<file path="config.mk">
export PLATFORM = sky130hd
export DESIGN_NAME = decrypt_arbiter_flat
export DESIGN_NICKNAME = d
export VERILOG_FILES = /design/src/rtl/decrypt_arbiter_if.sv /design/src/rtl/decrypt_arbiter.sv /design/src/flat_wrapper.sv
export SDC_FILE = /design/constraint.sdc
export NUM_CORES = 1
export LEC_CHECK = 0
export CAP_MARGIN = 30
export CORE_AREA = 2 2 207 209
export CTS_BUF_LIST = sky130_fd_sc_hd__clkbuf_4
export CTS_CLUSTER_DIAMETER = 100
export CTS_CLUSTER_SIZE = 25
export DETAILED_ROUTE_END_ITERATION = 6
export DIE_AREA = 0 0 209 211
export GPL_TIMING_DRIVEN = 1
export HOLD_SLACK_MARGIN = 0.15
export PLACE_DENSITY = 0.54
export SYNTH_ARGS = -nofsm -noshare
export SYNTH_HDL_FRONTEND = slang
export SYNTH_SLANG_ARGS = --single-unit
</file>
<file path="constraint.sdc">
create_clock -name clk -period 1.85 [get_ports clk]
set_input_delay 0.4625 -clock clk [delete_from_list [all_inputs] [get_ports clk]]
set_output_delay 0.4625 -clock clk [all_outputs]
set_load 0.02 [all_outputs]
</file>
<file path="src/rtl/decrypt_arbiter_if.sv">
// Job, response, core-side and status signals between the decrypt arbiter and its environment.
// slave = arbiter side; master = clients, response consumer and core.
interface decrypt_arbiter_if #(
    parameter int DATA_W = 64
);
    logic              req0_valid;
    logic              req0_ready;
    logic [DATA_W-1:0] req0_key;
    logic [DATA_W-1:0] req0_ct;
    logic              req1_valid;
    logic              req1_ready;
    logic [DATA_W-1:0] req1_key;
    logic [DATA_W-1:0] req1_ct;
    logic              rsp_valid;
    logic              rsp_ready;
    logic              rsp_id;
    logic [DATA_W-1:0] rsp_data;
    logic              rsp_err;
    logic              core_start;
    logic [DATA_W-1:0] core_key;
    logic [DATA_W-1:0] core_ciphertext;
    logic [DATA_W-1:0] core_decryptedtext;
    logic              core_done;
    logic              busy;

    modport slave (
        input  req0_valid, req0_key, req0_ct,
        input  req1_valid, req1_key, req1_ct,
        output req0_ready, req1_ready,
        output rsp_valid, rsp_id, rsp_data, rsp_err,
        input  rsp_ready,
        output core_start, core_key, core_ciphertext,
        input  core_decryptedtext, core_done,
        output busy
    );

    modport master (
        output req0_valid, req0_key, req0_ct,
        output req1_valid, req1_key, req1_ct,
        input  req0_ready, req1_ready,
        input  rsp_valid, rsp_id, rsp_data, rsp_err,
        output rsp_ready,
        input  core_start, core_key, core_ciphertext,
        output core_decryptedtext, core_done,
        input  busy
    );
endinterface

</file>
<file path="src/rtl/decrypt_arbiter.sv">
// Round-robin two-requester front end for the shared decryption core; optional run timeout via DECRYPT_TIMEOUT_EN.
// Latency: accept -> core_start 1 cycle, core_done -> rsp_valid 1 cycle.
// Backpressure: one job in flight; requesters stall (ready low) outside IDLE, response held until rsp_ready.
module decrypt_arbiter #(
    parameter int DATA_W         = 64,
    parameter int TIMEOUT_CYCLES = 1024
) (
    input  logic             clk,
    input  logic             rst,
    decrypt_arbiter_if.slave bus
);

    typedef enum logic [1:0] {IDLE, RUN, RESP, GAP} state_t;

    state_t            state;
    state_t            state_next;
    logic              last_grant;
    logic              job_id;
    logic [DATA_W-1:0] job_key;
    logic [DATA_W-1:0] job_ct;
    logic [DATA_W-1:0] rsp_data_q;
    logic              gnt0;
    logic              gnt1;
    logic              accept;
    logic              done_cap;
    logic              tmo_cap;
    logic              timeout_hit;

`ifdef DECRYPT_TIMEOUT_EN
    localparam int CNT_W = $clog2(TIMEOUT_CYCLES + 1);

    logic [CNT_W-1:0] run_cnt;
    logic             rsp_err_q;

    // run_cnt counts completed RUN cycles, so TIMEOUT_CYCLES-1 marks the last allowed one
    assign timeout_hit = (run_cnt == CNT_W'(TIMEOUT_CYCLES - 1));

    always_ff @(posedge clk) begin
        if (rst) begin
            run_cnt   <= '0;
            rsp_err_q <= 1'b0;
        end else begin
            if (accept)
                run_cnt <= '0;
            else if (state == RUN)
                run_cnt <= run_cnt + 1'b1;
            if (done_cap)
                rsp_err_q <= 1'b0;
            else if (tmo_cap)
                rsp_err_q <= 1'b1;
        end
    end

    assign bus.rsp_err = rsp_err_q;
`else
    wire unused_timeout_cfg = (TIMEOUT_CYCLES != 0);

    assign timeout_hit = 1'b0;
    assign bus.rsp_err = 1'b0;
`endif

    always_comb begin
        state_next = state;
        gnt0       = 1'b0;
        gnt1       = 1'b0;
        accept     = 1'b0;
        done_cap   = 1'b0;
        tmo_cap    = 1'b0;
        case (state)
            IDLE: begin
                // prefer the requester that was not served last
                if (last_grant) begin
                    gnt0 = bus.req0_valid;
                    gnt1 = bus.req1_valid & ~bus.req0_valid;
                end else begin
                    gnt1 = bus.req1_valid;
                    gnt0 = bus.req0_valid & ~bus.req1_valid;
                end
                accept = gnt0 | gnt1;
                if (accept)
                    state_next = RUN;
            end
            RUN: begin
                if (bus.core_done) begin
                    done_cap   = 1'b1;
                    state_next = RESP;
                end else if (timeout_hit) begin
                    tmo_cap    = 1'b1;
                    state_next = RESP;
                end
            end
            RESP: begin
                if (bus.rsp_ready)
                    state_next = GAP;
            end
            GAP: begin
                // a lingering done would be mistaken for the next job's completion
                if (!bus.core_done)
                    state_next = IDLE;
            end
            default: state_next = IDLE;
        endcase
    end

    always_ff @(posedge clk) begin
        if (rst) begin
            state      <= IDLE;
            last_grant <= 1'b1;
            job_id     <= 1'b0;
            job_key    <= '0;
            job_ct     <= '0;
            rsp_data_q <= '0;
        end else begin
            state <= state_next;
            if (accept) begin
                last_grant <= gnt1;
                job_id     <= gnt1;
                job_key    <= gnt1 ? bus.req1_key : bus.req0_key;
                job_ct     <= gnt1 ? bus.req1_ct  : bus.req0_ct;
            end
            if (done_cap)
                rsp_data_q <= bus.core_decryptedtext;
            else if (tmo_cap)
                rsp_data_q <= '0;
        end
    end

    assign bus.req0_ready      = gnt0;
    assign bus.req1_ready      = gnt1;
    assign bus.core_start      = (state == RUN);
    assign bus.core_key        = job_key;
    assign bus.core_ciphertext = job_ct;
    assign bus.rsp_valid       = (state == RESP);
    assign bus.rsp_id          = job_id;
    assign bus.rsp_data        = rsp_data_q;
    assign bus.busy            = (state != IDLE);

endmodule

</file>
<file path="src/flat_wrapper.sv">
// flat-port wrapper written by rule: the top's interface ports become plain ports
module decrypt_arbiter_flat 
#(
    parameter int DATA_W         = 64,
    parameter int TIMEOUT_CYCLES = 1024
)
  (clk, rst, bus_req0_valid, bus_req0_key, bus_req0_ct, bus_req1_valid, bus_req1_key, bus_req1_ct, bus_req0_ready, bus_req1_ready, bus_rsp_valid, bus_rsp_id, bus_rsp_data, bus_rsp_err, bus_rsp_ready, bus_core_start, bus_core_key, bus_core_ciphertext, bus_core_decryptedtext, bus_core_done, bus_busy);
  decrypt_arbiter_if #(.DATA_W(DATA_W)) bus_i ();
  input  logic clk;
  input  logic rst;
  input wire logic [$bits(bus_i.req0_valid)-1:0] bus_req0_valid;
  input wire logic [$bits(bus_i.req0_key)-1:0] bus_req0_key;
  input wire logic [$bits(bus_i.req0_ct)-1:0] bus_req0_ct;
  input wire logic [$bits(bus_i.req1_valid)-1:0] bus_req1_valid;
  input wire logic [$bits(bus_i.req1_key)-1:0] bus_req1_key;
  input wire logic [$bits(bus_i.req1_ct)-1:0] bus_req1_ct;
  output wire logic [$bits(bus_i.req0_ready)-1:0] bus_req0_ready;
  output wire logic [$bits(bus_i.req1_ready)-1:0] bus_req1_ready;
  output wire logic [$bits(bus_i.rsp_valid)-1:0] bus_rsp_valid;
  output wire logic [$bits(bus_i.rsp_id)-1:0] bus_rsp_id;
  output wire logic [$bits(bus_i.rsp_data)-1:0] bus_rsp_data;
  output wire logic [$bits(bus_i.rsp_err)-1:0] bus_rsp_err;
  input wire logic [$bits(bus_i.rsp_ready)-1:0] bus_rsp_ready;
  output wire logic [$bits(bus_i.core_start)-1:0] bus_core_start;
  output wire logic [$bits(bus_i.core_key)-1:0] bus_core_key;
  output wire logic [$bits(bus_i.core_ciphertext)-1:0] bus_core_ciphertext;
  input wire logic [$bits(bus_i.core_decryptedtext)-1:0] bus_core_decryptedtext;
  input wire logic [$bits(bus_i.core_done)-1:0] bus_core_done;
  output wire logic [$bits(bus_i.busy)-1:0] bus_busy;
  assign bus_i.req0_valid = bus_req0_valid;
  assign bus_i.req0_key = bus_req0_key;
  assign bus_i.req0_ct = bus_req0_ct;
  assign bus_i.req1_valid = bus_req1_valid;
  assign bus_i.req1_key = bus_req1_key;
  assign bus_i.req1_ct = bus_req1_ct;
  assign bus_req0_ready = bus_i.req0_ready;
  assign bus_req1_ready = bus_i.req1_ready;
  assign bus_rsp_valid = bus_i.rsp_valid;
  assign bus_rsp_id = bus_i.rsp_id;
  assign bus_rsp_data = bus_i.rsp_data;
  assign bus_rsp_err = bus_i.rsp_err;
  assign bus_i.rsp_ready = bus_rsp_ready;
  assign bus_core_start = bus_i.core_start;
  assign bus_core_key = bus_i.core_key;
  assign bus_core_ciphertext = bus_i.core_ciphertext;
  assign bus_i.core_decryptedtext = bus_core_decryptedtext;
  assign bus_i.core_done = bus_core_done;
  assign bus_busy = bus_i.busy;
  decrypt_arbiter #(.DATA_W(DATA_W), .TIMEOUT_CYCLES(TIMEOUT_CYCLES)) u_core (.clk(clk), .rst(rst), .bus(bus_i));
endmodule
</file>
==> results_dict.tcl, run 1 <==
set metrics [dict create \
    netlist-cell-type-count 29 \
    status "finished with violations" \
    synth-simple-area-share 0.142 \
    drcViolationCount 0 \
    max_slew_margin 0.618 \
    crit_chain "inv_4 > ha_4 > buf_6 > clkinv_8 > buf_12 > buf_12" \
    clock-sinks 196 \
    postRouteAntennaNets 0 \
    worst_path_most_repeated_cell "buf_12" \
    fin_util 0.349 \
    max_cap_violations 0 \
    synth_compound_area_frac 0.301 \
    rsz0062_at_grt "yes" \
    ys_ff_latch 196 \
    ys_top_cells_by_area "dfxtp_1 48%, o21ai_0 15%, a31oi_1 9.6%" \
    max_freq_mhz 475 \
    cts_inserted_buffers 17 \
    finalHoldViolations 0 \
    synth_top_area_share 0.477 \
    clock-root-buffer "clkbuf_4" \
    fin_crit_sh 1.14 \
    grt_pass1_wl_microns 56600 \
    p_per_area_nw_per_um2 1280 \
    layout-drive-gt1-share 0.218 \
    wire_per_inst_microns 18.3 \
    yosys.area_share.xor_xnor 0 \
    min_period_ns 2.10 \
    cts_tree "done" \
    fillers 4419 \
    cp_data_arrival_time_ns 1.64 \
    setup_viol 5 \
    firstDrtPassIters 6 \
    rows 75 \
    cp_slowest_cell "dfxtp_2" \
    synth_mux_area_frac 0.00259 \
    ir_worst_vdd_mv 0.607 \
    track_usage 0.165 \
    synth_top_family_by_area "compound AO/OA/AOI/OAI gates" \
    tightest_slew_ns 0.573 \
    min_path_type "input pin to register" \
    cp_max_fo 3 \
    fin_worst_skew_ns 0.0268 \
    routed-via-count 9765 \
    final_nets 1866 \
    p_leak_nw 5.17 \
    fp.dieArea_sq_um 44100 \
    htree_levels 4 \
    cp_slowest_stage_delay_ns 0.37 \
    violations "negative setup slack" \
    design.core.area_sq_um 41800 \
    final_common_cell "clkdlybuf4s50_1" \
    avgViaCountPerCell 4.67 \
    synthCells 1052 \
    wl_microns 38100 \
    die_w_microns 209 \
    antenna_found_initial 2 \
    netlist_area_sq_um 8220 \
    critPathKind "register to primary output" \
    grt_overflow 0 \
    critPathLaunchType "register" \
    final_max_slew_viol_count 0 \
    globalplace.congestion 0.795 \
    layout_common_cells "324 x clkdlybuf4s50_1, 250 x o21ai_0, 166 x dfxtp_1" \
    cp.required_ns 1.39 \
    synth_top_area_cell "dfxtp_1" \
    end_kind "primary output" \
    clk_path_buf_depth 2 \
    place_hpwl_microns 27000 \
    start_util 0.197 \
    ys_seq_area_frac 0.477 \
    area_delta_synth_final_pct 77.2 \
    grt_pass1_vias 9566 \
    synth_nets 1383 \
    io_buffers 523 \
    clk_pin_slew_worst_paths_ns 0.18 \
    clock_latency_ns 0.62 \
    grt_max_degree 89 \
    synthAdderAreaFrac 0.00761 \
    die_y_microns 211 \
    drt_iter0_markers 626 \
    total_power_mw 18.7 \
    setup_ws_ns -0.254 \
    ios 525 \
    yosys_warnings 0 \
    avgSynthCellArea_sq_um 7.81 \
]
## synth_stat cells, drive strengths merged
library cell,number
and2,2
o21a,1
o211a,1
buf,47
a311oi,2
nand3,128
dfxtp,196
a22oi,1
clkbuf,73
a21oi,65
a21bo,1
a31oi,126
nor2,4
a221oi,1
mux2,1
nand2,132
conb,1
a211o,1
ha,5
o21ai,255
or3,1
a21boi,1
mux2i,1
inv,6
## cell type report
type | count | area, sq um | share of cell area
Tap cell | 539 | 674 | 0.0463
Clock inverter | 15 | 126 | 0.00868
Clock buffer | 17 | 128 | 0.00876
Inverter | 6 | 41.3 | 0.00284
Sequential cell | 196 | 3960 | 0.272
Antenna cell | 2 | 5.00 | 0.000344
Timing Repair Buffer | 584 | 5810 | 0.399
Multi-Input combinational cell | 730 | 3820 | 0.262
## stage by stage
stage	cells	setup TNS [ns]	area [sq um]	hold slack, ns	worst slack, ns
floorplan	1052	0	8220	0.468	0.0895
global placement	2047	-36.27	14300	0.441	-0.508
detailed placement	2047	-41.17	14300	0.447	-0.517
CTS	2084	-1.46	14500	0.240	-0.408
global route	2089	-1.46	14600	0.266	-0.385
finish	2089	-0.793	14600	0.323	-0.254
## power breakdown
| part | total [mW] | internal [mW] | leakage (nW) | switching, mW |
|---|---|---|---|---|
| logic | 10.0 | 4.09 | 3.43 | 5.94 |
| clock network | 2.30 | 0.561 | 0.117 | 1.74 |
| registers | 6.32 | 5.62 | 1.63 | 0.696 |
| total | 18.7 | 10.3 | 5.17 | 8.38 |
## final timing paths
check / slack (ns) / depth (start not counted) / to / start
hold reg to reg: 0.46 / 2 / u_core.bus.rsp_data[60] / u_core.bus.rsp_data[60]
hold / removal: 0.32 / 3 / u_core.bus.rsp_data[39] / rst
setup / recovery: -0.25 / 6 / bus_busy / u_core.state[0]
setup reg to reg: 0.12 / 9 / u_core.bus.core_ciphertext[63] / u_core.state[0]
## flip-flops by register name, summed over array words and instances (netlist names)
signal / cells
u_core.bus.core_ciphertext: 64
u_core.bus.core_key: 64
u_core.bus.rsp_data: 64
u_core.bus.rsp_id: 1
u_core.last_grant: 1
u_core.state: 2
## repair_timing
item | 4_1_cts | 5_1_grt
hold buffers | 0 | 0
endpoints found under the hold margin | 0 | 0
setup buffers | 5 | 4
gates resized for setup | 687 | 42
pin swaps | 2 | 3
endpoints found under the setup margin | 198 | 39
## worst max-delay path: cells and delay by family (launching register included)
family     cells  cell delay (ns)
buf+inv        5             0.46
fa+ha+maj      1             0.16
flops          1             0.37
## routing by layer
layer / track usage / vias up / wire length (microns)
li1: - / 4754 / -
met1: 0.199 / 4572 / 16100
met2: 0.280 / 402 / 18200
met3: 0.0568 / 35 / 3230
met4: 0.0473 / 2 / 665
met5: 0 / - / 13
## cells by family after synthesis
| family | Yosys count |
|---|---|
| flip-flops | 196 |
| other | 1 |
| buffers and inverters | 126 |
| adder cells (fa/ha/maj) | 5 |
| multiplexers | 2 |
| AND/OR/NAND/NOR | 267 |
| AO/OA/AOI/OAI | 455 |
Note: power is estimated with default switching activity, not from simulation.
==> run 2: changes to the inputs <==
Settings changed: ABC_AREA set to 1, CORE_AREA 2 2 207 209 to 2 2 202 204, DIE_AREA 0 0 209 211 to 0 0 204 206, PLACE_DENSITY 0.54 to 0.58.
==> run 2 against run 1 <==
Net effect: the run still ends with negative setup slack left; clock power rose by 10%; count of clock-buffer cells in the layout rose by 4; flip-flop and latch count did not move; sequential power fell by 5.1%; global-route usage rose by 1.2 points; sequential share of layout area fell by 0.23 points; register-to-register slack barely moved; core utilization rose by 1.7 points; largest power group unchanged.
==> results_dict.tcl, run 2 <==
set metrics [dict create \
    status "finished with violations" \
    violations "negative setup slack" \
    dpl_worst_slack_ns -0.498 \
    ios 525 \
    cts_tree "done" \
    setup_ws_ns -0.143 \
    area_delta_synth_final_pct 59.1 \
    die_w_microns 204 \
    fp.dieArea_sq_um 42000 \
    avgSynthCellArea_sq_um 6.43 \
    synth_top_area_cell "dfxtp_1" \
    design.core.area_sq_um 40200 \
    min_period_ns 1.99 \
    final_max_slew_viol_count 0 \
    fin_worst_skew_ns 0.0147 \
    dpl.cell_count 2443 \
    synth_nets 1766 \
    finalHoldViolations 0 \
    synth_most_common_cell "nor2_1" \
    drt_iter0_markers 537 \
    drcViolationCount 0 \
    max_freq_mhz 502 \
    place_area_sq_um 15200 \
    hold_depth 3 \
    grt_pass1_vias 10200 \
    grt_pass1_wl_microns 56900 \
    async_reset_ff_frac 0 \
    stdcell_count 2482 \
    max_cap_violations 0 \
    clock_latency_ns 0.66 \
    cp_data_arrival_time_ns 1.53 \
    synthCells 1435 \
    synthFlopType "dfxtp_1" \
    place_hpwl_microns 28900 \
    fillers 4398 \
    routed-via-count 10700 \
    fin_crit_sh 1.08 \
    htree_levels 4 \
    ys_seq_area_frac 0.425 \
    final_nets 2263 \
    critPathLaunchType "register" \
    postRouteAntennaNets 0 \
    grt_max_degree 81 \
    firstDrtPassIters 5 \
    cts_inserted_buffers 17 \
    antenna_found_initial 7 \
    min_path_type "input pin to register" \
    synth_edf_count 0 \
    final_common_cell "nor2_1" \
    cp_max_fo 4 \
    ys_top_cells_by_area "dfxtp_1 43%, nor2_1 16%, nand3_1 14%" \
    synth_common_cells "388 x nor2_1, 267 x nand2_1, 259 x nand3_1" \
    rsz0062_at_grt "yes" \
    die_y_microns 206 \
    p_leak_nw 7.42 \
    multiInputGateArea_sq_um 4250 \
    design_area_sq_um 14700 \
    rows 74 \
    holdWs_ns 0.398 \
    critPathKind "register to primary output" \
    rr_worst_depth 7 \
    seq_area_sq_um 3960 \
    grt_overflow 0 \
    netlist_area_sq_um 9220 \
    layout_common_cells "387 x nor2_1, 324 x clkdlybuf4s50_1, 265 x nand2_1" \
    setup_viol 5 \
    clock-sinks 196 \
    netlist-cell-type-count 17 \
    start_util 0.230 \
    total_power_mw 18.1 \
    rrSetupSlack_ns 0.11 \
    track_usage 0.177 \
    cp.required_ns 1.39 \
    wire_per_inst_microns 15.5 \
    globalplace.congestion 0.864 \
    wl_microns 38400 \
    max_slew_margin 0.665 \
    synth_top_area_share 0.425 \
    ys_ff_latch 196 \
    layout-drive-gt1-share 0.166 \
    tightest_slew_ns 0.502 \
    clock-root-buffer "clkbuf_4" \
    io_buffers 523 \
    avgViaCountPerCell 4.30 \
    ir_worst_vdd_mv 0.537 \
    p_per_area_nw_per_um2 1240 \
    end_kind "primary output" \
    clk_pin_slew_worst_paths_ns 0.16 \
    yosys_warnings 0 \
    clk_path_buf_depth 2 \
]
run 2: cell types whose count changed after synthesis, moves of 64 or more:
cell / change
a21oi_1: -64
inv_1: +135
nand3_1: +131
a31oi_1: -126
o21ai_0: -184
nand2_1: +135
nor2_1: +384
run 2: repair_timing:
action	in CTS	in global routing
setup buffers	1	0
gates resized for setup	846	5
hold endpoints to repair	5	0
endpoints found under the setup margin	200	10
hold buffers	1	0
pin swaps	2	4
run 2: path summary, 6_finish.rpt:
path	to	from
max reg2reg	u_core.bus.core_key[12]	u_core.last_grant
min	u_core.bus.rsp_data[31]	bus_core_decryptedtext[31]
min reg2reg	u_core.bus.rsp_id	u_core.bus.rsp_id
max	bus_req0_ready	u_core.state[1]
run 2: worst max-delay path: stages, from the launching register on:
cell and delay, ns:
dfxtp_2 0.37, inv_4 0.09, ha_4 0.15, o21ai_2 0.06, nor2_2 0.09, buf_6 0.12
run 2: cells by family after synthesis:
| kind of cell | synth area share |
|---|---|
| AO/OA/AOI/OAI | 0.0383 |
| adder cells (fa/ha/maj) | 0.00678 |
| buffers and inverters | 0.121 |
| flip-flops | 0.425 |
| other | 0.000407 |
| AND/OR/NAND/NOR | 0.408 |
run 2: where the power goes:
group / internal, mW / leakage [nW] / switching, mW / total (mW)
clock: 0.984 / 0.166 / 1.54 / 2.53
combinational: 3.66 / 5.63 / 5.94 / 9.60
sequential: 5.41 / 1.63 / 0.600 / 6.00
total: 10.1 / 7.42 / 8.08 / 18.1
run 2: metrics by stage:
stage          setup TNS, ns  utilization
2_1_floorplan              0            -
3_3_place_gp          -50.80        0.379
3_5_place_dp          -53.67        0.379
4_1_cts                -1.17        0.365
5_1_grt                -1.16        0.365
6_report              -0.477        0.365
run 2: routing by layer:
metal | routed length, microns | up-vias | global-route usage
li1 | - | 5425 | -
met1 | 14900 | 4803 | 0.191
met2 | 18400 | 390 | 0.308
met3 | 3900 | 53 | 0.0705
met4 | 1090 | 4 | 0.0761
met5 | 26 | - | 0
run 2: final cells by class:
cell class              count  share of cell area
well taps                 532              0.0453
multi-input cells         991               0.289
diodes                      5            0.000852
flip-flops and latches    196               0.270
repair buffers            584               0.338
clock inverters            11             0.00921
clock buffers              21              0.0107
inverters                 142              0.0372
